## src/rtl/bp_pkg.sv

```systemverilog
// Shared decode constants, counter encoding and immediate/counter helpers for the
// fetch-stage branch predictor.
package bp_pkg;

  localparam logic [6:0] OPC_BRANCH = 7'b1100011;
  localparam logic [6:0] OPC_JAL    = 7'b1101111;

  typedef logic [1:0] ctr_t;

  localparam ctr_t CTR_SNT = 2'b00;
  localparam ctr_t CTR_WNT = 2'b01;
  localparam ctr_t CTR_WT  = 2'b10;
  localparam ctr_t CTR_ST  = 2'b11;

  // Sign-extended B-type immediate.
  function automatic logic [31:0] imm_b(input logic [31:0] inst);
    return {{20{inst[31]}}, inst[7], inst[30:25], inst[11:8], 1'b0};
  endfunction

  // Sign-extended J-type immediate.
  function automatic logic [31:0] imm_j(input logic [31:0] inst);
    return {{12{inst[31]}}, inst[19:12], inst[20], inst[30:21], 1'b0};
  endfunction

  // Saturating increment, holds at strongly-taken.
  function automatic ctr_t sat_inc(input ctr_t ctr);
    return (ctr == CTR_ST) ? CTR_ST : ctr_t'(ctr + 2'd1);
  endfunction

  // Saturating decrement, holds at strongly-not-taken.
  function automatic ctr_t sat_dec(input ctr_t ctr);
    return (ctr == CTR_SNT) ? CTR_SNT : ctr_t'(ctr - 2'd1);
  endfunction

endpackage

```

## src/rtl/bht_counter_table.sv

```systemverilog
// Table of 2-bit saturating direction counters.
// Ports:
//   clk, rst     clock, asynchronous active-high reset (every entry -> CTR_INIT)
//   rd_idx       asynchronous read index
//   rd_ctr_c     counter at rd_idx (combinational, pre-update value)
//   wr_en        apply one saturating update this cycle
//   wr_idx       entry to update
//   wr_taken     1 = increment, 0 = decrement
module bht_counter_table
  import bp_pkg::*;
#(
  parameter int unsigned ENTRIES  = 64,
  parameter ctr_t        CTR_INIT = CTR_WNT,
  localparam int unsigned IDX_W   = $clog2(ENTRIES)
) (
  input  logic             clk,
  input  logic             rst,
  input  logic [IDX_W-1:0] rd_idx,
  output ctr_t             rd_ctr_c,
  input  logic             wr_en,
  input  logic [IDX_W-1:0] wr_idx,
  input  logic             wr_taken
);

  ctr_t ctr_q [ENTRIES];

  // Saturating update; reset restores every entry regardless of clock.
  always_ff @(posedge clk or posedge rst) begin
    if (rst) begin
      for (int i = 0; i < int'(ENTRIES); i++) begin
        ctr_q[i] <= CTR_INIT;
      end
    end else if (wr_en) begin
      ctr_q[wr_idx] <= wr_taken ? sat_inc(ctr_q[wr_idx]) : sat_dec(ctr_q[wr_idx]);
    end
  end

  // No bypass: a same-cycle write becomes visible on the next cycle.
  assign rd_ctr_c = ctr_q[rd_idx];

endmodule

```

## src/rtl/gshare_branch_predictor.sv

```systemverilog
// Fetch-stage direction predictor: PC-indexed 2-bit counters, optionally hashed
// with a speculative global history (gshare). Decodes B-type/JAL in IF and
// produces next_pc; trained from EX, with history repair on a mispredict.
// Ports:
//   clk, rst                 clock, asynchronous active-high reset
//   if_pc, if_inst, if_stall instruction in IF; stall blocks the history shift
//   next_pc, predict         combinational prediction for the IF instruction
//   pred_ghr                 history used for this prediction (carried to EX)
//   upd_valid/pc/ghr/pred/taken  resolved B-type from EX
//   mispredict               combinational direction-mispredict flag
module gshare_branch_predictor
  import bp_pkg::*;
#(
  parameter int unsigned BHT_ENTRIES = 64,
  parameter int unsigned GHR_BITS    = 6,
  parameter ctr_t        CTR_INIT    = CTR_WNT,
  localparam int unsigned IDX_W      = $clog2(BHT_ENTRIES),
  localparam int unsigned GHR_W      = (GHR_BITS == 0) ? 1 : GHR_BITS
) (
  input  logic             clk,
  input  logic             rst,
  input  logic [31:0]      if_pc,
  input  logic [31:0]      if_inst,
  input  logic             if_stall,
  output logic [31:0]      next_pc,
  output logic             predict,
  output logic [GHR_W-1:0] pred_ghr,
  input  logic             upd_valid,
  input  logic [31:0]      upd_pc,
  input  logic [GHR_W-1:0] upd_ghr,
  input  logic             upd_pred,
  input  logic             upd_taken,
  output logic             mispredict
);

  logic [GHR_W-1:0] ghr_q;
  logic [GHR_W-1:0] ghr_d;
  logic [IDX_W-1:0] rd_idx;
  logic [IDX_W-1:0] wr_idx;
  ctr_t             rd_ctr;
  logic             is_branch;
  logic             is_jal;
  logic             unused_bits;

  assign is_branch  = (if_inst[6:0] == OPC_BRANCH);
  assign is_jal     = (if_inst[6:0] == OPC_JAL);
  assign mispredict = upd_valid & (upd_pred != upd_taken);
  assign pred_ghr   = ghr_q;

  // Index hash: word-aligned PC bits XOR zero-extended history (bimodal when GHR_BITS=0).
  always_comb begin
    rd_idx = if_pc[IDX_W+1:2];
    wr_idx = upd_pc[IDX_W+1:2];
    if (GHR_BITS != 0) begin
      rd_idx = rd_idx ^ IDX_W'(ghr_q);
      wr_idx = wr_idx ^ IDX_W'(upd_ghr);
    end
  end

  bht_counter_table #(
    .ENTRIES  (BHT_ENTRIES),
    .CTR_INIT (CTR_INIT)
  ) u_bht (
    .clk      (clk),
    .rst      (rst),
    .rd_idx   (rd_idx),
    .rd_ctr_c (rd_ctr),
    .wr_en    (upd_valid),
    .wr_idx   (wr_idx),
    .wr_taken (upd_taken)
  );

  // Direction and next fetch address; targets always come from the immediate.
  always_comb begin
    predict = 1'b0;
    next_pc = if_pc + 32'd4;
    if (is_branch) begin
      predict = rd_ctr[1];
      if (rd_ctr[1]) begin
        next_pc = if_pc + imm_b(if_inst);
      end
    end else if (is_jal) begin
      predict = 1'b1;
      next_pc = if_pc + imm_j(if_inst);
    end
  end

  // History next-state: EX repair outranks the speculative IF shift; JAL never shifts.
  // The truncating casts drop the oldest bit, which also covers a 1-bit history.
  always_comb begin
    ghr_d = ghr_q;
    if (GHR_BITS != 0) begin
      if (mispredict) begin
        ghr_d = GHR_W'({upd_ghr, upd_taken});
      end else if (is_branch && !if_stall) begin
        ghr_d = GHR_W'({ghr_q, predict});
      end
    end
  end

  // History register.
  always_ff @(posedge clk or posedge rst) begin
    if (rst) begin
      ghr_q <= '0;
    end else begin
      ghr_q <= ghr_d;
    end
  end

  // Only the index bits of upd_pc and the direction bit of the counter are consumed.
  assign unused_bits = ^{upd_pc[31:IDX_W+2], upd_pc[1:0], rd_ctr[0]};

endmodule

```

## config.mk

```make
export PLATFORM = sky130hd
export DESIGN_NAME = gshare_branch_predictor
export DESIGN_NICKNAME = d
export VERILOG_FILES = /design/src/rtl/bp_pkg.sv /design/src/rtl/bht_counter_table.sv /design/src/rtl/gshare_branch_predictor.sv
export SDC_FILE = /design/constraint.sdc
export NUM_CORES = 1
export LEC_CHECK = 0
export CAP_MARGIN = 10
export CORE_MARGIN = 1.5
export CORE_UTILIZATION = 65
export DETAILED_ROUTE_END_ITERATION = 7
export DONT_BUFFER_PORTS = 1
export PLACE_DENSITY = 0.87
export SLEW_MARGIN = 20
export SYNTH_ARGS = -nofsm -noshare
export SYNTH_HDL_FRONTEND = slang
export SYNTH_HIERARCHICAL = 1
export SYNTH_SLANG_ARGS = --single-unit
export TNS_END_PERCENT = 30
```

## constraint.sdc

```tcl
create_clock -name clk -period 18.4 [get_ports clk]
set_input_delay 3.68 -clock clk [delete_from_list [all_inputs] [get_ports clk]]
set_output_delay 3.68 -clock clk [all_outputs]
set_load 0.1 [all_outputs]
```

* After elaboration in Yosys (flattened, before gate mapping)
Index checks and enable logic that the tools add are counted.
** Operators by class
- $add $sub $neg :: 5
- Magnitude comparators :: 3
- Equal/unequal tests :: 4
- Muxes and demuxes :: 19
- Bitwise operators :: 5
- Reduce and logical (&&, ||, !) cells :: 5
** Operators with widths (number)
- $bwmux W128 :: 1
- $mux W32 :: 3
- $add A32 B32 Y32 :: 2
- $add A32 B3 Y32 const B :: 1
- $bmux W2 S6 :: 2
- $mux W2 :: 8
- $eq A7 B7 Y1 const B :: 2
- $ge A7 B7 Y1 const B :: 2
- $not A6 Y7 :: 2
- $demux W2 S6 :: 1
- $mux W6 :: 2
- $xor A6 B6 Y6 :: 2
- $lt A7 B1 Y1 const B :: 1
- $add A2 B1 Y2 const B :: 1
- $eq A2 B2 Y1 const B :: 1
- $logic_and A1 B1 Y1 :: 2
- $logic_not A2 Y1 :: 1
- $mux W1 :: 2
- $reduce_bool A2 Y1 :: 1
- $sub A2 B1 Y2 const B :: 1
- $and A1 B1 Y1 :: 1
- $logic_not A1 Y1 :: 1
- $ne A1 B1 Y1 :: 1
** Word-level totals
- Register bits after elaboration :: 134
- Input port bits :: 108
- Output and inout bits :: 40
- Word-level logic and storage cells :: 106

* Depth between registers and ports, before layout
- Word-level depth :: 9
- Depth in mapped cells :: 14
- Mapped depth without buffers :: 11

* Cells and area by module
The synthesis kept the hierarchy.
** By module, submodules not included
- bht_counter_table :: instances 1, cells an instance 759, area each 7413.4 um^2, sequential area each 3283.1 um^2
- gshare_branch_predictor :: instances 1, cells an instance 659, area each 4528.1 um^2, sequential area each 150.1 um^2

* Least setup slack after synthesis
OpenSTA, ideal clock, no wires.
- Path type :: input -> output
- From :: input if_pc[2]
- To :: output next_pc[24]
- Arrival :: 10.000 ns
- Data required time :: 14.720 ns
- Path slack :: 4.720 ns
- Stages :: 13
- Path buffers :: 3
- Cell sequence :: xor2_1 -> clkbuf_1 -> buf_1 -> mux4_2 -> mux4_2 -> mux4_2 -> and4_1 -> nor2_1 -> inv_1 -> clkbuf_1 -> nor2_1 -> o22ai_1 -> a311oi_1
** Between the ends
- Cells in the longest elaborated chain, start to end :: 7
- Elaborated cells between the ends (all ways) :: 11
- Classes of those cells :: add/sub: 3; mux: 6; bitwise: 2
** RTL lines
- start, declared :: line gshare_branch_predictor.sv:22 : input logic [31:0] if_pc,
- $xor A6 B6 Y6 :: line gshare_branch_predictor.sv:55 : rd_idx = rd_idx ^ IDX_W'(ghr_q);
- $not A6 Y7 (not written as such) :: line bht_counter_table.sv:39 : assign rd_ctr_c = ctr_q[rd_idx];
- $bmux W2 S6 :: line bht_counter_table.sv:39
- $mux W2 (not written as such) (2 in series) :: line bht_counter_table.sv:39
- via rd_ctr[1] :: line gshare_branch_predictor.sv:40 : ctr_t rd_ctr;
- $mux W32 :: line gshare_branch_predictor.sv:79 : if (rd_ctr[1]) begin
- $mux W32 :: line gshare_branch_predictor.sv:77 : if (is_branch) begin
- end, declared :: line gshare_branch_predictor.sv:25 : output logic [31:0] next_pc,
The timed path passes the listed nets, and every way through them passes these cells. The select of a mux whose other input is x is not followed.

* Worst setup path after layout
- From :: input if_pc[2]
- To :: output next_pc[30]
Same word-level chain as after synthesis.

==> flow_summary_export.csv <==
group,metric,value,unit
worst_setup_path,path_cells,"xor2_2 > buf_4 > mux4_2 > mux4_2 > mux4_2 > and4_1 > nor2_1 > buf_4 > o22ai_1 > a21oi_1 > a21oi_1 > o2bb2ai_2",
sta,grt_setup_unrepaired,"false",
yosys,syn-num-nets,1551,
sta,max_freq,82.2,MHz
sta,fin_ws,6240,ps
pwr,finalPower,1.26,mW
yosys,syn-mean-instance-area,8.21,sq um
worst_setup_path,path_max_fanout,31,
pwr,swShare,0.371,
sta,tightest_slew,1150,ps
sta,setup_violations,0,
global_routing,grt_pass1_wl,55.1,mm
pwr,p_comb_frac,0.343,
min_path,min_path_type,"reg -> reg",
floorplanning,core_area,17300,sq um
floorplanning,start_util,0.663,
final_layout,final_util,0.718,
clocking,cts-root-buf,"clkbuf_16",
worst_setup_path,crit_top_cell,"mux4_2",
placed_design,pre_cts_slack,6300,ps
final_layout,fin_nets,1504,
sta,finalHoldViolCount,0,
sta,period_share,0.661,
floorplanning,ios,148,
worst_setup_path,crit_type,"in -> out",
worst_setup_path,end_kind,"output port",
yosys,synth_cells,1397,
pwr,switchingPower,470,uW
yosys,syn-cell-area,11500,sq um
drt,dr.pass1.iters,8,
global_routing,track_usage,0.383,
final_layout,design_area,12400,sq um
final_layout,n_antenna_cell,0,
drt,wl_per_cell,21.9,um
final_layout,layout_common_cells,"nand2_1 (202), nor2_1 (200), a21oi_1 (121)",
final_layout,area_growth,8.34,%
global_routing,grt_pass1_vias,10800,
placed_design,placed_cells,1556,
status,status,"completed",
pwr,p_leak,4.83,nW
clocking,cts_setup_buffers,0,
pwr,ir_worst_vdd,0.0897,mV
sta,period_needed,12160,ps
worst_setup_path,cp_slowest_cell,"o2bb2ai_2",
global_routing,grt_max_degree,83,
clocking,cts_max_path_buffers,2,
drt,drt_iter0_drc,1627,
global_routing,antenna_found_initial,0,
placed_design,gp_congestion,0.943,
sta,slew_headroom,0.234,
final_layout,stdcell_count,1588,
clocking,cts.sinks,134,
placed_design,placement.cell_area,11800,sq um
pwr,seqPwrFrac,0.380,
global_routing,gr-total-overflow,0,
floorplanning,num_rows,48,
worst_setup_path,cp-start-kind,"input pin",
pwr,power_frac_clock,0.277,
floorplanning,die_area,18400,sq um
drt,drt-total-wl,34.7,mm
clocking,clk_latency,420,ps
drt,drc,0,
pwr,powerDensity,102,nW/um^2
placed_design,dp_hpwl,23.4,mm
yosys,yosysWarningCount,6,
sta,clock_skew,8.13,ps
sta,whs,501,ps
clocking,numCtsBuffers,17,
clocking,cts_tree,"yes",
final_layout,n_fill_cell,1257,
floorplanning,die_y,136,um
clocking,ctsHoldBuffers,0,
drt,vias,11100,
worst_setup_path,worst_ep_arrival_time,8480,ps
clocking,post_cts_resized,0,
final_layout,layout-drive-gt1-share,0.157,
worst_setup_path,worstPathRequired,14720,ps
final_layout,final_common_cell,"nand2_1",
worst_setup_path,max_stage_delay,880,ps
clocking,htreeDepth,4,
run,maxCapViolCount,0,
pwr,intPower,795,uW
sta,final-max-slew-violation-count,0,
clocking,clkTransAtPathRegs,60,ps
placed_design,port_buffers,0,
drt,viasPerCell,7.02,
floorplanning,die_w,136,um
drt,antenna_left,0,
sta,setup-tns-final,0,ps
## sequential cells by signal (all words and copies together) (netlist names)
| register | flops |
|---|---|
| u_bht/ctr_q | 128 |
| pred_ghr | 6 |
## power groups by stage
stage	clock [mW]	sequential, mW	combinational (mW)
2_1_floorplan	0	0.461	0.351
3_3_place_gp	0	0.474	0.402
3_5_place_dp	0	0.480	0.418
4_1_cts	0.351	0.478	0.423
5_1_grt	0.362	0.488	0.467
6_report	0.350	0.480	0.434
## worst max-delay path: cells and delay by family
| family | cells | cell delay, ps |
|---|---|---|
| multiplexers | 3 | 1850 |
| AO/OA/AOI/OAI | 4 | 1350 |
| AND/OR/NAND/NOR | 2 | 830 |
| buffers and inverters | 2 | 630 |
| XOR/XNOR | 1 | 120 |
## final cells by class
class,count,area (sq um),area share
Tap cell,225,282,0.0227
Clock buffer,27,567,0.0456
Inverter,29,111,0.00896
Clock inverter,5,53.8,0.00433
Sequential cell,134,3430,0.276
Multi-Input combinational cell,1151,7850,0.632
Timing Repair Buffer,17,131,0.0106
## worst paths after layout
check | slack (ps) | depth (start not counted) | endpoint | from
min in group asynchronous | 3090 | 1 | pred_ghr[0]$_DFFE_PP0P_ | rst
hold reg to reg | 500 | 2 | u_bht/ctr_q[10]$_DFFE_PP1P_ | u_bht/ctr_q[10]$_DFFE_PP1P_
max in group asynchronous | 14040 | 2 | u_bht/ctr_q[49]$_DFFE_PP0P_ | rst
setup reg to reg | 13600 | 10 | pred_ghr[0]$_DFFE_PP0P_ | pred_ghr[0]$_DFFE_PP0P_
setup / recovery | 6240 | 12 | next_pc[30] | if_pc[2]
hold / removal | 500 | 2 | u_bht/ctr_q[10]$_DFFE_PP1P_ | u_bht/ctr_q[10]$_DFFE_PP1P_
## routing by layer
metal | global-route usage | part of all wire
met4 | 0.188 | 0.047
met3 | 0.0708 | 0.10
met5 | 0 | 0
met1 | 0.486 | 0.37
met2 | 0.631 | 0.48
(Power assumes the default switching activity.)
